[config.mk]
export PLATFORM = sky130hd
export DESIGN_NAME = piradip_cdc_update_stream
export DESIGN_NICKNAME = d
export VERILOG_FILES = /design/src/rtl/piradip_cdc_pkg.sv /design/src/rtl/piradip_sync_fifo.sv /design/src/rtl/piradip_cdc_update_stream.sv
export SDC_FILE = /design/constraint.sdc
export NUM_CORES = 1
export LEC_CHECK = 0
export CORE_MARGIN = 2
export CORE_UTILIZATION = 54
export CTS_CLUSTER_DIAMETER = 30
export DETAILED_ROUTE_END_ITERATION = 7
export PLACE_DENSITY = 0.79
export SYNTH_ARGS = -nofsm -noshare
export SYNTH_HDL_FRONTEND = slang
export SYNTH_SLANG_ARGS = --single-unit
[constraint.sdc]
create_clock -name clk -period 3.2 [get_ports clk]
set_input_delay 0.64 -clock clk [delete_from_list [all_inputs] [get_ports clk]]
set_output_delay 0.64 -clock clk [all_outputs]
set_load 0.01 [all_outputs]
[src/rtl/piradip_cdc_pkg.sv]
// Shared helpers for the piradip CDC stream stages.
// Sizing function plus an elaboration-time depth check macro.
package piradip_cdc_pkg;

  // Address width for a table of n entries, never below one bit.
  function automatic int clog2_min1(input int n);
    return (n <= 2) ? 1 : $clog2(n);
  endfunction

endpackage

`ifndef PIRADIP_CHECK_POW2
`define PIRADIP_CHECK_POW2(blk, val) \
  if (((val) < 2) || ((((val) - 1) & (val)) != 0)) begin : blk \
    $error("depth must be a power of two >= 2"); \
  end
`endif

[src/rtl/piradip_sync_fifo.sv]
// Single-clock FIFO with wrap-bit pointers.
// Storage is never reset; only the pointers are.
module piradip_sync_fifo
  import piradip_cdc_pkg::*;
#(
  parameter int WIDTH = 32,
  parameter int DEPTH = 4
) (
  input  logic                       clk,
  input  logic                       rst,
  input  logic                       push,
  input  logic [WIDTH-1:0]           wdata,
  input  logic                       pop,
  output logic [WIDTH-1:0]           rdata,
  output logic                       full,
  output logic                       empty,
  output logic [$clog2(DEPTH):0]     level
);

  localparam int AW = clog2_min1(DEPTH);
  localparam int PW = AW + 1;

  `PIRADIP_CHECK_POW2(g_depth_chk, DEPTH)

  logic [WIDTH-1:0] mem [DEPTH];
  logic [PW-1:0]    wr_ptr;
  logic [PW-1:0]    rd_ptr;
  logic             wr_en;
  logic             rd_en;

  assign empty = (wr_ptr == rd_ptr);
  assign full  = (wr_ptr[PW-1] != rd_ptr[PW-1]) &&
                 (wr_ptr[AW-1:0] == rd_ptr[AW-1:0]);
  assign level = wr_ptr - rd_ptr;

  // A pop frees a slot in the same cycle, so push may proceed when full.
  assign wr_en = push & (~full | pop);
  assign rd_en = pop & ~empty;

  assign rdata = empty ? '0 : mem[rd_ptr[AW-1:0]];

  // Storage write, no reset so it maps onto plain RAM.
  always_ff @(posedge clk) begin
    if (wr_en) mem[wr_ptr[AW-1:0]] <= wdata;
  end

  // Pointer advance; reset discards every buffered word.
  always_ff @(posedge clk) begin
    if (rst) begin
      wr_ptr <= '0;
      rd_ptr <= '0;
    end else begin
      if (wr_en) wr_ptr <= wr_ptr + 1'b1;
      if (rd_en) rd_ptr <= rd_ptr + 1'b1;
    end
  end

endmodule

[src/rtl/piradip_cdc_update_stream.sv]
// Turns the CDC data/update pair into a valid/ready stream.
// Overflowing words are dropped, counted and flagged.
module piradip_cdc_update_stream
  import piradip_cdc_pkg::*;
#(
  parameter int WIDTH       = 32,
  parameter int DEPTH       = 4,
  parameter int EDGE_DETECT = 1,
  parameter int CNT_WIDTH   = 16
) (
  input  logic                   clk,
  input  logic                   rst,
  input  logic [WIDTH-1:0]       in_data,
  input  logic                   in_update,
  output logic [WIDTH-1:0]       m_data,
  output logic                   m_valid,
  input  logic                   m_ready,
  output logic [$clog2(DEPTH):0] level,
  output logic                   overflow,
  output logic [CNT_WIDTH-1:0]   drop_count,
  input  logic                   clr_stats
);

  logic in_update_q;
  logic push;
  logic pop;
  logic full;
  logic empty;
  logic drop;

  // Update history for rising-edge capture.
  always_ff @(posedge clk) begin
    if (rst) in_update_q <= 1'b0;
    else     in_update_q <= in_update;
  end

  if (EDGE_DETECT != 0) begin : g_edge
    assign push = in_update & ~in_update_q;
  end else begin : g_level
    assign push = in_update;
  end

  assign m_valid = ~empty;
  assign pop     = m_valid & m_ready;
  assign drop    = push & full & ~pop;

  piradip_sync_fifo #(
    .WIDTH (WIDTH),
    .DEPTH (DEPTH)
  ) u_fifo (
    .clk   (clk),
    .rst   (rst),
    .push  (push),
    .wdata (in_data),
    .pop   (pop),
    .rdata (m_data),
    .full  (full),
    .empty (empty),
    .level (level)
  );

  // Drop statistics; a same-cycle drop wins over the clear.
  always_ff @(posedge clk) begin
    if (rst) begin
      overflow   <= 1'b0;
      drop_count <= '0;
    end else if (clr_stats) begin
      overflow   <= drop;
      drop_count <= drop ? CNT_WIDTH'(1) : '0;
    end else if (drop) begin
      overflow <= 1'b1;
      if (drop_count != '1) drop_count <= drop_count + 1'b1;
    end
  end

endmodule
==> metrics, run 1 <==
Antenna Cells=0; average cell area after synthesis=16.9 um2; setup TNS=0 ns; # fillers=747; worst clock skew=0.00749 ns; Final min period=3.08 ns; Pwr per Cell Area=653 nW/um2; Wirelength per Cell=20.4 um; Detailed Place HPWL=8330 um; outcome=complete, no violations; max-capacitance violation count=0; Required @ worst endpoint=2.56 ns; Root Driver=clkbuf_16; global placement routability congestion=0.891; clock share of power=35.6%; crit path from=u_fifo.wr_ptr[0]; P_sw=0.00125 W; switch share=23.7%; area grow syn2layout=28.0%; Worst Hold Launch=overflow; CP startpoint kind=flop; die extent in y=112 um; CP max stage delay=0.59 ns; Worst Setup Path Type=reg2out; Synth Instances=373; port bufs=89; cts bufs inserted=17; GRT Overall Usage=21.8%; Hold Crit Class=reg2reg; # rows=39; Synth top area share=61.0%; Max VDD drop=0.558 mV; clk sinks=154; vias in the first global route=3909; Seq cells post-synth=154; TritonCTS clock tree=built; leakage=2.73 nW; largest cells by area after synthesis=edfxtp_1 61%, mux4_2 11%, dfxtp_1 8.3%; Tightest Pin Transition=0.826 ns; sequential share of the synthesized area=69.2%; part of the cycle the worst path needs=96.1%; Setup-failing EPs final=0; Post-CTS Resized=0; fin nets=526; H-tree depth=4; most frequent cell after synthesis=edfxtp_1; R2R Path Start=u_fifo.wr_ptr[0]; library cells used by synthesis=46; RSZ-0062 raised after global routing=no; pins over their slew limit=0; Worst EP arrival=2.44 ns; CP bufs+invs=3; Critical Path, Cell by Cell=inv_1 > ha_1 > nand2_1 > nor2_4 > buf_12 > nor2b_1 > clkdlybuf4s50_1; Hold Vio Cnt, Final=0; cts hold-fix bufs=0; wire length of the first global-routing pass=20600 um; Netlist Area Pre-Place=6300 um2; CP Capture Type=primary output; CP max FO=10; Post-synth EDFFs=128; Slew HR=44.2%; Post-synth top cells=128 x edfxtp_1, 35 x nor2b_1, 32 x mux4_2; Synth Flop Type=edfxtp_1; Reg power frac=43.4%; clk buf depth=2; Worst-path clk slew=0.06 ns; largest net degree at the start of global routing=23; Cell Int Power=0.00402 W; initial antenna violation count=0; syn nets=419; DRC=0; Synth area leader=edfxtp_1; CP delay by family, top=buffers and inverters; die area=12600 um2; Final ANT Viol Nets=0; first-pass iteration count of the detailed router=4; Slowest-stage cell, CP=clkdlybuf4s50_1; Design Area, Final=8070 um2; Post-synth ARST share=0%; share of cells above drive strength 1=18.5%; DR iter-0 viols=208; fmax=0.325 GHz; initial core utilization=55.2%; CORE AREA=11400 um2; Die X-Extent=112 um; Vias/cell=5.79; Syn. warnings=0; gr ovfl total=0; total number of vias=3680; Logic pwr share=20.9%; Routed WL=13000 um; I/O Pins=90; later-pin clock latency in the skew report=0.41 ns; dpl cell area=7480 um2; Hold Slack=0.492 ns
[tightest hold or removal path, delay by kind of cell (launching register included)]
family | cells | cell delay (ns)
compound gates | 1 | 0.06
flops | 1 | 0.31
simple gates | 1 | 0.07
[routing by layer]
metal / vias up / wire length (um) / GRT usage, %
li1: 1681 / - / -
met1: 1842 / 5100 / 26.1
met2: 153 / 6910 / 38.0
met3: 4 / 916 / 6.64
met4: 0 / 49 / 7.07
met5: - / 0 / 0
[state kept, by name, summed over array words and instances (netlist names), named ones only]
register	flops
drop_count	16
in_update_q	1
u_fifo.rd_ptr	3
overflow	1
u_fifo.wr_ptr	3
u_fifo.mem	128
[final timing paths]
kind,cells after the start,to,slack [ns]
hold / removal,2,overflow,0.49
hold reg to reg,2,overflow,0.49
setup reg to reg,6,u_fifo.mem[3][21],0.80
setup / recovery,7,m_data[12],0.12
[per-stage QoR]
step	setup slack, ns	total power (W)	cells	util [%]
final	0.124	0.00528	636	70.7
after global routing	0.00959	0.00547	636	70.7
after CTS	0.0129	0.00529	634	70.5
after detailed placement	0.476	0.00341	602	65.5
after global placement	0.588	0.00338	602	65.5
after floorplan	0.900	0.00286	373	-
[area by class of cell]
| cell class | count | area [um2] | share of cell area [%] |
|---|---|---|---|
| Sequential cell | 154 | 4370 | 54.1 |
| Multi-Input combinational cell | 194 | 1850 | 23.0 |
| Timing Repair Buffer | 104 | 1080 | 13.4 |
| Clock buffer | 19 | 433 | 5.36 |
| Tap cell | 143 | 179 | 2.22 |
| Clock inverter | 13 | 129 | 1.60 |
| Inverter | 9 | 33.8 | 0.418 |
[power by group through the flow]
stage / combinational [W] / clock, W / sequential (W)
final: 0.00110 / 0.00188 / 0.00229
after global routing: 0.00118 / 0.00199 / 0.00230
after CTS: 0.00109 / 0.00191 / 0.00229
after detailed placement: 0.00108 / 0 / 0.00233
after global placement: 0.00106 / 0 / 0.00232
after floorplan: 0.000554 / 0 / 0.00231
[cell usage in the layout (no fill, tap or decap), types with 2 or more instances in the layout]
master and n:
edfxtp_1 128, clkdlybuf4s50_1 89, nor2b_1 35, mux4_2 32
dfxtp_1 24, clkbuf_16 17, nand2_1 16, nor2_1 14
inv_1 9, buf_4 9, ha_1 8, or3_1 7
mux2i_1 7, a31oi_1 6, a21oi_1 6, buf_12 6
nand3_1 5, nand4_1 5, clkinv_2 5, and4_1 4
or4_1 4, xnor2_1 3, and2_2 3, and3_1 3
nor3_1 3, o21ai_0 3, a41o_1 3, xor2_1 3
clkinvlp_4 3, o311ai_0 2, nor4_1 2, o31ai_1 2
dfxtp_2 2, bufinv_16 2, clkinv_4 2, clkbuf_1 2
[cells by family (layout without fill, tap and decap cells)]
group	Yosys count	count (layout)	synth area share [%]
AO/OA/AOI/OAI	28	28	3.18
flip-flops	154	154	69.2
AND/OR/NAND/NOR	111	111	10.5
buffers and inverters	25	145	1.57
XOR/XNOR	7	7	1.09
adder cells (fa/ha/maj)	9	9	1.91
multiplexers	39	39	12.5
[timing repair]
action,in CTS,in global routing
hold endpoints to repair,0,0
setup buffers,0,2
setup endpoints to repair,0,22
No activity file was read; power rests on OpenSTA's default activity.
==> run 2, diff against run 1 <==
PLACE_DENSITY = 0.89   (was 0.79)
==> metrics, run 2 (synthesis results as in run 1) <==
fmax=0.323 GHz; r2r setup slk=1.03 ns; Slew HR=48.6%; GRT Overall Usage=21.5%; Largest register FFs=128; Post-CTS Resized=0; Vias/cell=5.91; setup TNS=0 ns; pins over their slew limit=0; R2R Path Start=u_fifo.wr_ptr[0]; Hold Crit Endpoint=overflow; later-pin clock latency in the skew report=0.42 ns; RSZ-0062 raised after global routing=no; total number of vias=3732; CORE AREA=11400 um2; commonest non-fill, non-tap cell in the layout=edfxtp_1; Tightest Pin Transition=0.763 ns; Worst Setup Path Type=reg2out; Pwr per Cell Area=640 nW/um2; Detailed Place HPWL=8010 um; DR iter-0 viols=221; Wirelength per Cell=20.5 um; Root Driver=clkbuf_16; cts bufs inserted=17; Hold Crit Class=reg2reg; leakage=2.69 nW; dpl cell area=7470 um2; gr ovfl total=0; commonest cells after routing, fill and taps aside=128 x edfxtp_1, 89 x clkdlybuf4s50_1, 35 x nor2b_1; first-pass iteration count of the detailed router=4; worst clock skew=0.0153 ns; Worst Hold Launch=overflow; Worst Reg-to-Reg Cells=6; die extent in y=112 um; Final min period=3.10 ns; Worst-path clk slew=0.06 ns; FF+latch area=4370 um2; cts hold-fix bufs=0; CP startpoint kind=flop; Final ANT Viol Nets=0; die area=12600 um2; wire length of the first global-routing pass=20500 um; Setup-failing EPs final=0; part of the cycle the worst path needs=96.9%; fin nets=521; DRC=0; Die X-Extent=112 um; TritonCTS clock tree=built; area grow syn2layout=26.7%; # rows=39; global placement routability congestion=0.838; # fillers=734; CP max FO=33; clk buf depth=2; initial core utilization=55.2%; port bufs=89; Design Area, Final=7990 um2; worst hold path stage count=2; Hold Vio Cnt, Final=0; I/O Pins=90; outcome=complete, no violations; Worst EP arrival=2.46 ns; Post-CTS Setup Bufs=0; H-tree depth=4; Max VDD drop=0.583 mV; worst flop-to-flop path endpoint=u_fifo.mem[2][1]; Required @ worst endpoint=2.56 ns; share of cells above drive strength 1=16.8%; initial antenna violation count=1; Routed WL=12900 um; multi-input logic area=1850 um2; CP Capture Type=primary output; vias in the first global route=3875; clk sinks=154; largest net degree at the start of global routing=34; max-capacitance violation count=0
## run 2: worst max path at each step
stage	startpoint	end	slack (ns)
6_report	u_fifo.wr_ptr[0]	m_data[16]	0.10
5_1_grt	u_fifo.wr_ptr[0]	m_data[22]	0.04
4_1_cts	u_fifo.wr_ptr[0]	m_data[16]	0.13
3_5_place_dp	u_fifo.wr_ptr[0]	m_data[16]	0.58
3_3_place_gp	u_fifo.wr_ptr[0]	m_data[0]	0.63
2_1_floorplan	u_fifo.wr_ptr[0]	u_fifo.mem[0][0]	0.90
## run 2: worst max-delay path, stage by stage, from the launching register on
cell	delay (ns)
dfxtp_1	0.40
inv_1	0.11
ha_1	0.31
nand2_1	0.15
nor2_2	0.07
buf_12	0.19
nor2b_1	0.22
clkdlybuf4s50_1	0.59
## run 2: report_power, final
group | internal [W] | total (W) | leakage, nW | switching [W]
clock network | 0.00104 | 0.00176 | 0.260 | 0.000717
logic | 0.000601 | 0.00105 | 1.05 | 0.000448
registers | 0.00225 | 0.00231 | 1.38 | 0.0000535
## run 2: metal layers
layer  vias up  part of all wire [%]  track usage [%]
li1       1677                     -                -
met1      1890                    40             26.6
met2       144                    52             36.3
met3        19                   6.6             7.24
met4         2                   1.2             6.59
met5         -                  0.10                0
## run 2: through the flow
step | util [%] | power, W | worst slack [ns] | std cells | hold WS (ns)
finish | 70.0 | 0.00511 | 0.100 | 631 | 0.483
global route | 69.9 | 0.00529 | 0.0418 | 630 | 0.492
CTS | 69.9 | 0.00516 | 0.129 | 630 | 0.479
detailed placement | 65.4 | 0.00340 | 0.581 | 599 | 0.471
global placement | 65.4 | 0.00338 | 0.627 | 599 | 0.465
floorplan | - | 0.00286 | 0.900 | 373 | 0.494
## run 2: layout make-up
| type | instances | area share, % |
|---|---|---|
| inverters | 9 | 0.423 |
| flip-flops and latches | 154 | 54.7 |
| well taps | 143 | 2.24 |
| multi-input cells | 194 | 23.1 |
| clock inverters | 12 | 1.05 |
| diodes | 1 | 0.0313 |
| repair buffers | 99 | 13.0 |
| clock buffers | 19 | 5.42 |
==> run 3, diff against run 2 <==
==> constraint.sdc (replaced) <==
create_clock -name clk -period 3.2 [get_ports clk]
set_input_delay 0.48 -clock clk [delete_from_list [all_inputs] [get_ports clk]]
set_output_delay 0.48 -clock clk [all_outputs]
set_load 0.01 [all_outputs]
==> metrics, run 3 (synthesis results as in run 1) <==
outcome=complete, no violations; Setup-failing EPs final=0; Critical Path, Cell by Cell=inv_1 > ha_1 > nand2_1 > nor2_2 > buf_4 > nor2b_1 > clkdlybuf4s50_1; Worst Hold Launch=overflow; Max VDD drop=0.505 mV; Final Worst Setup Slack=0.179 ns; Hold Vio Cnt, Final=0; later-pin clock latency in the skew report=0.42 ns; Wirelength per Cell=20.5 um; H-tree depth=4; RSZ-0062 raised after global routing=no; R2R Path Start=u_fifo.wr_ptr[0]; Slowest-stage cell, CP=clkdlybuf4s50_1; initial core utilization=55.2%; CP startpoint kind=flop; Pwr per Cell Area=647 nW/um2; worst flop-to-flop path endpoint=u_fifo.mem[1][31]; CP max FO=33; die area=12600 um2; Required @ worst endpoint=2.72 ns; DR iter-0 viols=233; clk sinks=154; worst hold path stage count=2; initial antenna violation count=1; Vias/cell=5.87; vias in the first global route=3810; die extent in y=112 um; max-capacitance violation count=0; Post-CTS Resized=0; Routed WL=12900 um; largest net degree at the start of global routing=34; fin nets=521; Final ANT Viol Nets=0; Largest register FFs=128; pins over their slew limit=0; CORE AREA=11400 um2; r2r setup slk=0.84 ns; Antenna Cells=0; Slew HR=48.1%; total number of vias=3703; fmax=0.331 GHz; I/O Pins=90; global placement routability congestion=0.874; wire length of the first global-routing pass=20400 um; Detailed Place HPWL=8310 um; Placement Setup Slack=0.593 ns; Final min period=3.02 ns; first-pass iteration count of the detailed router=5; Hold Crit Class=reg2reg; Root Driver=clkbuf_16; commonest cells after routing, fill and taps aside=128 x edfxtp_1, 89 x clkdlybuf4s50_1, 35 x nor2b_1; gr ovfl total=0; clk buf depth=2; CP max stage delay=0.56 ns; CP Capture Type=primary output; Post-CTS Setup Bufs=0; TritonCTS clock tree=built; leakage=2.69 nW; cts hold-fix bufs=0; Die X-Extent=112 um; # rows=39; area grow syn2layout=26.9%; part of the cycle the worst path needs=94.4%; Tightest Pin Transition=0.776 ns; Worst EP arrival=2.54 ns; DRC=0; Worst Reg-to-Reg Cells=6; Hold Crit Endpoint=overflow; port bufs=89; setup TNS=0 ns; worst clock skew=0.0142 ns; commonest non-fill, non-tap cell in the layout=edfxtp_1; cts bufs inserted=17; share of cells above drive strength 1=18.2%; GRT Overall Usage=21.6%; Worst Setup Path Type=reg2out; Worst-path clk slew=0.06 ns
-- run 3: changes by cell type in the layout (fill, tap and decap cells not counted) --
cell | before | now
clkinv_1 | 4 | 0
diode_2 | 1 | 0
buf_4 | 4 | 6
clkinvlp_4 | 0 | 4
clkinv_2 | 6 | 1
buf_12 | 6 | 4
inv_8 | 0 | 3
bufinv_16 | 1 | 0
inv_6 | 0 | 6
clkbuf_1 | 2 | 0
-- run 3: critical path, delay by kind of cell, from the launching register on --
| family | cells | cell delay, ns |
|---|---|---|
| AND/OR/NAND/NOR | 3 | 0.45 |
| flip-flops | 1 | 0.39 |
| adder cells (fa/ha/maj) | 1 | 0.33 |
| buffers and inverters | 3 | 0.93 |
-- run 3: per-stage QoR --
stage / hold slack [ns] / instance area, um2 / cells / util (%) / power, W
2_1_floorplan: 0.494 / 6300 / 373 / - / 0.00286
3_3_place_gp: 0.471 / 7440 / 599 / 65.2 / 0.00334
3_5_place_dp: 0.475 / 7440 / 599 / 65.2 / 0.00338
4_1_cts: 0.485 / 8000 / 631 / 70.1 / 0.00523
5_1_grt: 0.502 / 8000 / 631 / 70.1 / 0.00538
6_report: 0.480 / 8000 / 631 / 70.1 / 0.00518
-- run 3: final cells by class --
cell class / instances / area [um2]
sequential: 154 / 4370
fill: 739 / 3420
multi-input combinational: 194 / 1850
timing repair buffer: 99 / 1020
clock buffer: 17 / 425
tap: 143 / 179
clock inverter: 15 / 130
inverter: 9 / 33.8
-- run 3: worst max-delay path by stage --
stage / start / end / slack (ns) / cells after the start
2_1_floorplan: u_fifo.wr_ptr[0] / u_fifo.mem[0][0] / 0.90 / 5
3_3_place_gp: flop / m_data[17] / 0.66 / 4
3_5_place_dp: in_update / u_fifo.mem[0][23] / 0.59 / 5
4_1_cts: u_fifo.wr_ptr[0] / m_data[16] / 0.14 / 7
5_1_grt: u_fifo.wr_ptr[0] / m_data[22] / 0.01 / 7
6_report: u_fifo.wr_ptr[0] / m_data[16] / 0.18 / 7
-- run 3: report_power, final --
part	total, W	switching [W]	internal (W)
logic	0.00101	0.000440	0.000571
registers	0.00231	0.0000581	0.00225
clock network	0.00186	0.000837	0.00102
total	0.00518	0.00134	0.00384
-- run 3: layer usage --
layer	GRT usage (%)	part of all wire (%)
met5	0	0.10
met4	8.54	1.6
met3	6.05	7.1
met2	36.9	53
met1	26.3	38
==> edit 1, RTL diff (flow settings as in run 3) <==
`CNT_WIDTH`: 16 -> 32.
--- a/src/rtl/piradip_cdc_update_stream.sv
+++ b/src/rtl/piradip_cdc_update_stream.sv
@@ -8,3 +8,3 @@
   parameter int EDGE_DETECT = 1,
-  parameter int CNT_WIDTH   = 16
+  parameter int CNT_WIDTH   = 32
 ) (
Interface: changed (resized drop_count); port bits go from 90 to 106. The function was not compared with the original's and may differ.
==> edit 1 against run 3 <==
Sequential cell count grew 16. Wire length grew 20%. Global-route usage grew 1.0 points. Synthesized cell count grew 30%. Cell area grew 13%. Largest power group unchanged. Die area grew 14%. Clock power grew 2%. Total power grew 3.6%. Clock skew shrank 0.0074 ns. Area after synthesis grew 14%. Setup slack gained 0.10 ns.
==> edit 1: results <==
group,metric,value,unit
logic_synthesis,synth_edf_count,128,
critical_path,cp.arrival,2.44,ns
layout,num-nets-final,647,
logic_synthesis,synth-main-ff-cell,"edfxtp_1",
logic_synthesis,synth.distinct_cells,47,
grt,grt_first_pass_wirelength,24590,microns
timing,tightest_slew,0.6858,ns
logic_synthesis,synth-seq-cells,170,
layout,largest_reg_flops,128,
routing,wire_per_inst,19.59,microns
timing,clock_skew,0.006827,ns
critical_path,path_max_fanout,36,
grt,antenna_found_initial,0,
logic_synthesis,postSynth.asyncResetShare,0,
layout,filler_cell_count,864,
layout,layout-drive-gt1-share,0.1580,
clock_tree,postCtsResizedCells,0,
logic_synthesis,synth.top_cell.area_share,0.5325,
routing,route.vias.total,4642,
clock_tree,insertion_delay,0.42,ns
clock_tree,clock_path_buffers,2,
routing,firstDrtPassIters,4,
clock_tree,clock-root-buffer,"clkbuf_16",
routing,drt_iter0_markers,328,
pwr,ir_worst_vdd,0.0004403,V
critical_path,max_stage_delay,0.57,ns
pwr,p_leak,2.949,nW
placed_design,portBuffers,105,
clock_tree,ctsHtreeMaxLevel,4,
logic_synthesis,synth_area_leaders,"edfxtp_1 53%, dfxtp_1 12%, mux4_2 10%",
run_status,outcome,"completed",
layout,diodes,0,
logic_synthesis,synth_nets,532,
worst_hold_path,min_path_type,"reg2reg",
grt,grt_pass1_vias,4744,
clock_tree,clkTransAtPathRegs,0.06,ns
logic_synthesis,ys_warn_count,0,
grt,grt_max_degree,37,
placed_design,place_congestion,0.9119,
clock_tree,post_cts_buffers,0,
critical_path,cpMaxStageDelayCell,"clkdlybuf4s50_1",
logic_synthesis,synthTopCellsByCount,"128 x edfxtp_1, 42 x dfxtp_1, 41 x and2_1",
clock_tree,cts_buffers,17,
placed_design,dpl.hpwl,10190,microns
placed_design,dp_slack,0.6536,ns
logic_synthesis,seq_area_frac_synth,0.6490,
grt,track_usage,0.2260,
[edit 1: cell count changes after synthesis, moves of 6 or more]
cell            run 3  this run
and2_1              3        41
nor2b_1            35         2
o21ai_1             0        20
dfxtp_1            26        42
nand3_1             5        20
xnor2_1             3        14
nand2_1            16        23
a21oi_1             6        12
buf_2               4        10
[edit 1: logic make-up (layout without fill, tap and decap cells)]
family,Yosys count,after routing,synth area share
buf+inv,34,162,0.02011
flops,170,170,0.6490
fa+ha+maj,9,9,0.01664
xor+xnor,22,22,0.02670
mux,37,37,0.1068
compound gates,49,49,0.03970
simple gates,165,165,0.1411
[edit 1: report_power, final]
part | internal, mW | leakage (nW) | switching, mW
Combinational | 0.554 | 1.18 | 0.435
Sequential | 2.45 | 1.51 | 0.0291
Clock | 1.07 | 0.257 | 0.829
Total | 4.07 | 2.95 | 1.29
[edit 1: worst paths after layout]
kind                                       start  slack, ns              to  cells past startpoint
worst max register to register     drop_count[0]       0.83  drop_count[30]                      6
worst min-delay path                    overflow       0.50        overflow                      2
worst min register to register          overflow       0.50        overflow                      2
worst max-delay path            u_fifo.wr_ptr[0]       0.28       m_data[3]                      6
[edit 1: stage by stage]
stage | area [sq um] | std cells | utilization | hold slack, ns
after floorplan | 7218 | 486 | - | 0.4945
after global placement | 8526 | 758 | 0.6490 | 0.4840
after detailed placement | 8526 | 758 | 0.6490 | 0.4933
after CTS | 9076 | 790 | 0.6909 | 0.5005
after global routing | 9076 | 790 | 0.6909 | 0.5158
final | 9076 | 790 | 0.6909 | 0.4961
[edit 1: layer usage]
layer	GRT usage	wire length, microns	vias up
met3	0.04895	1111	29
met4	0.1022	361	0
met2	0.3804	7658	203
li1	-	-	2101
met5	0	0	-
met1	0.2819	6349	2309
[edit 1: worst max-delay path: cells and delay by family, from the launching register on]
kind / cells / cell delay [ns]
buffers and inverters: 3 / 0.98
DFF: 1 / 0.39
adders and majority gates: 1 / 0.33
and+or+nand+nor: 2 / 0.31
[edit 1: final cells by class]
class                      instances  area [sq um]  area share
tap                              176         220.2     0.02426
timing repair buffer             120          1189      0.1310
clock buffer                      18         429.2     0.04728
clock inverter                    14         121.4     0.01337
sequential                       170          4686      0.5163
inverter                          10         37.54    0.004136
multi-input combinational        282          2394      0.2637
==> edit 2, RTL diff (flow settings as in run 3) <==
Made on the original files. Make the reset (`rst`) asynchronous in 3 clocked blocks.
--- a/src/rtl/piradip_sync_fifo.sv
+++ b/src/rtl/piradip_sync_fifo.sv
@@ -47,3 +47,3 @@
   // Pointer advance; reset discards every buffered word.
-  always_ff @(posedge clk) begin
+  always_ff @(posedge clk or posedge rst) begin
     if (rst) begin
--- a/src/rtl/piradip_cdc_update_stream.sv
+++ b/src/rtl/piradip_cdc_update_stream.sv
@@ -31,3 +31,3 @@
   // Update history for rising-edge capture.
-  always_ff @(posedge clk) begin
+  always_ff @(posedge clk or posedge rst) begin
     if (rst) in_update_q <= 1'b0;
@@ -62,3 +62,3 @@
   // Drop statistics; a same-cycle drop wins over the clear.
-  always_ff @(posedge clk) begin
+  always_ff @(posedge clk or posedge rst) begin
     if (rst) begin
Check against the original RTL: differs if rst is asserted again (counterexample within 4 cycles, from zero or initial values and one cycle with rst high); with rst held inactive, the same outputs for 10 cycles.
==> edit 2 against run 3 <==
Sequential cell count down 2. Wire length down 11%. Cell area down 1.5%. Area after synthesis down 1.8%. Synthesized cell count down 6.2%. Setup slack better by 0.10 ns. First-iteration DRC count up 7.3%. Sequential share of layout area up 1.9 points. Non-clock buffer count up 1. Global-route usage down 1.6 points. Worst hold slack better by 0.026 ns. Critical path type unchanged. Highest routed layer is now met4.
Power is not compared: it rests on default switching activity, and its combinational part moved more than twofold at a synthesized area within 25%.
==> edit 2: results <==
group,metric,value,unit
logic_synthesis,synth_area_leaders,"edfxtp_1 62%, mux4_2 12%, dfrtp_1 9.7%",
grt,antenna_found_initial,0,
routing,drt_iter0_markers,250,
placed_design,dp_slack,0.6335,ns
placed_design,dp_cells,577,
layout,layout-drive-gt1-share,0.1724,
clock_tree,ctsHtreeMaxLevel,4,
critical_path,cp.arrival,2.44,ns
placed_design,placed_area,0.007333,sq mm
clock_tree,clkTransAtPathRegs,0.05,ns
grt,grt_pass1_vias,3583,
layout,largest_reg_flops,128,
critical_path,crit_end,"m_data[8]",
clock_tree,clock_path_buffers,2,
logic_synthesis,synth_edf_count,128,
routing,wire_per_inst,18.96,microns
critical_path,crit_buf_inv,2,
clock_tree,cts_tree,"built",
critical_path,rrSetupSlack,0.79,ns
critical_path,path_max_fanout,25,
layout,filler_cell_count,728,
layout,num-nets-final,499,
critical_path,r2r_end,"u_fifo.mem[0][19]",
placed_design,portBuffers,89,
routing,firstDrtPassIters,5,
placed_design,place_congestion,0.7910,
logic_synthesis,synth.distinct_cells,32,
clock_tree,clock-root-buffer,"clkbuf_16",
pwr,p_leak,2.679,nW
grt,track_usage,0.1994,
timing,maxSlewHeadroom,0.3920,
logic_synthesis,netlist_instances,350,
logic_synthesis,synthTopCellsByCount,"128 x edfxtp_1, 36 x and2_1, 32 x mux4_2",
critical_path,startpoint,"u_fifo.wr_ptr[2]",
critical_path,worstRegToRegCells,7,
timing,clock_skew,0.008801,ns
routing,route.vias.total,3360,
pwr,ir_worst_vdd,0.0007332,V
logic_synthesis,synth_nets,396,
critical_path,max_stage_delay,0.50,ns
timing,fmax,342.6,MHz
placed_design,dpl.hpwl,7500,microns
clock_tree,cts_buffers,17,
critical_path,timing.rr.start,"u_fifo.wr_ptr[0]",
logic_synthesis,postSynth.asyncResetShare,0.1579,
die,start_util,0.5468,
clock_tree,insertion_delay,0.41,ns
run_status,outcome,"completed",
logic_synthesis,seq_area_frac_synth,0.7180,
critical_path,cpMaxStageDelayCell,"xnor2_1",
clock_tree,post_cts_buffers,0,
grt,grt_first_pass_wirelength,18640,microns
grt,grt_max_degree,33,
routing,finalWirelength,11510,microns
[edit 2: cell count changes in the layout (fill, tap and decap cells not counted), moves of 4 or more]
cell	change
xnor2_1	+11
dfrtp_1	+22
nand4_1	-5
a31oi_1	-6
and2_1	+32
o21ai_0	+7
or3_1	-4
mux2i_1	-4
clkinv_2	+4
nor2b_1	-35
dfxtp_1	-24
nand2_1	-5
inv_6	-6
[edit 2: how the worst min path moves through the flow]
stage | end | slack, ns | start | depth (start not counted)
finish | u_fifo.rd_ptr[2] | 0.51 | u_fifo.rd_ptr[2] | 1
global route | u_fifo.rd_ptr[2] | 0.53 | u_fifo.rd_ptr[2] | 1
CTS | u_fifo.rd_ptr[2] | 0.50 | u_fifo.rd_ptr[2] | 1
detailed placement | u_fifo.rd_ptr[2] | 0.49 | u_fifo.rd_ptr[2] | 1
global placement | u_fifo.rd_ptr[2] | 0.48 | u_fifo.rd_ptr[2] | 1
floorplan | u_fifo.wr_ptr[2] | 0.46 | u_fifo.wr_ptr[2] | 1
[edit 2: stage by stage]
stage / hold slack (ns) / power (mW) / utilization
finish: 0.5054 / 6.992 / 0.6956
detailed placement: 0.4904 / 5.227 / 0.6478
global placement: 0.4826 / 5.180 / 0.6478
floorplan: 0.4619 / 3.909 / -
global route: 0.5293 / 7.341 / 0.6956
CTS: 0.5018 / 7.073 / 0.6956
[edit 2: cells by family after synthesis]
group / Yosys count / share of synthesized area
AO/OA/AOI/OAI: 18 / 0.01557
XOR/XNOR: 15 / 0.02123
adder cells (fa/ha/maj): 9 / 0.01941
buffers and inverters: 28 / 0.01799
flip-flops: 152 / 0.7180
multiplexers: 36 / 0.1231
AND/OR/NAND/NOR: 92 / 0.08470
[edit 2: worst reg2reg max path, stage by stage (launching register included)]
cell      delay, ns
dfrtp_1        0.40
inv_1          0.15
ha_1           0.29
nand3b_1       0.18
nor2_1         0.06
nor2_1         0.37
and2_2         0.42
buf_12         0.23
[edit 2: where the power goes]
group	switching, mW	internal (mW)	leakage (nW)
registers	0.0817	2.39	1.48
logic	1.18	1.51	0.931
clock network	0.710	1.12	0.267
[edit 2: final cells by class]
class,count,area [sq um],share of cell area
clock buffer,19,432.9,0.05497
clock inverter,11,108.9,0.01382
inverter,12,45.04,0.005720
multi-input combinational,170,1639,0.2081
sequential,152,4447,0.5647
tap,143,178.9,0.02272
timing repair buffer,100,1023,0.1300
[edit 2: layer usage]
metal | share of wire | wire length (microns) | vias up | global-route usage
met5 | 0 | 0 | - | 0
met4 | 0.014 | 162 | 0 | 0.06502
met3 | 0.062 | 713 | 17 | 0.06178
met2 | 0.51 | 5880 | 117 | 0.3276
met1 | 0.41 | 4751 | 1683 | 0.2577
li1 | - | - | 1543 | -
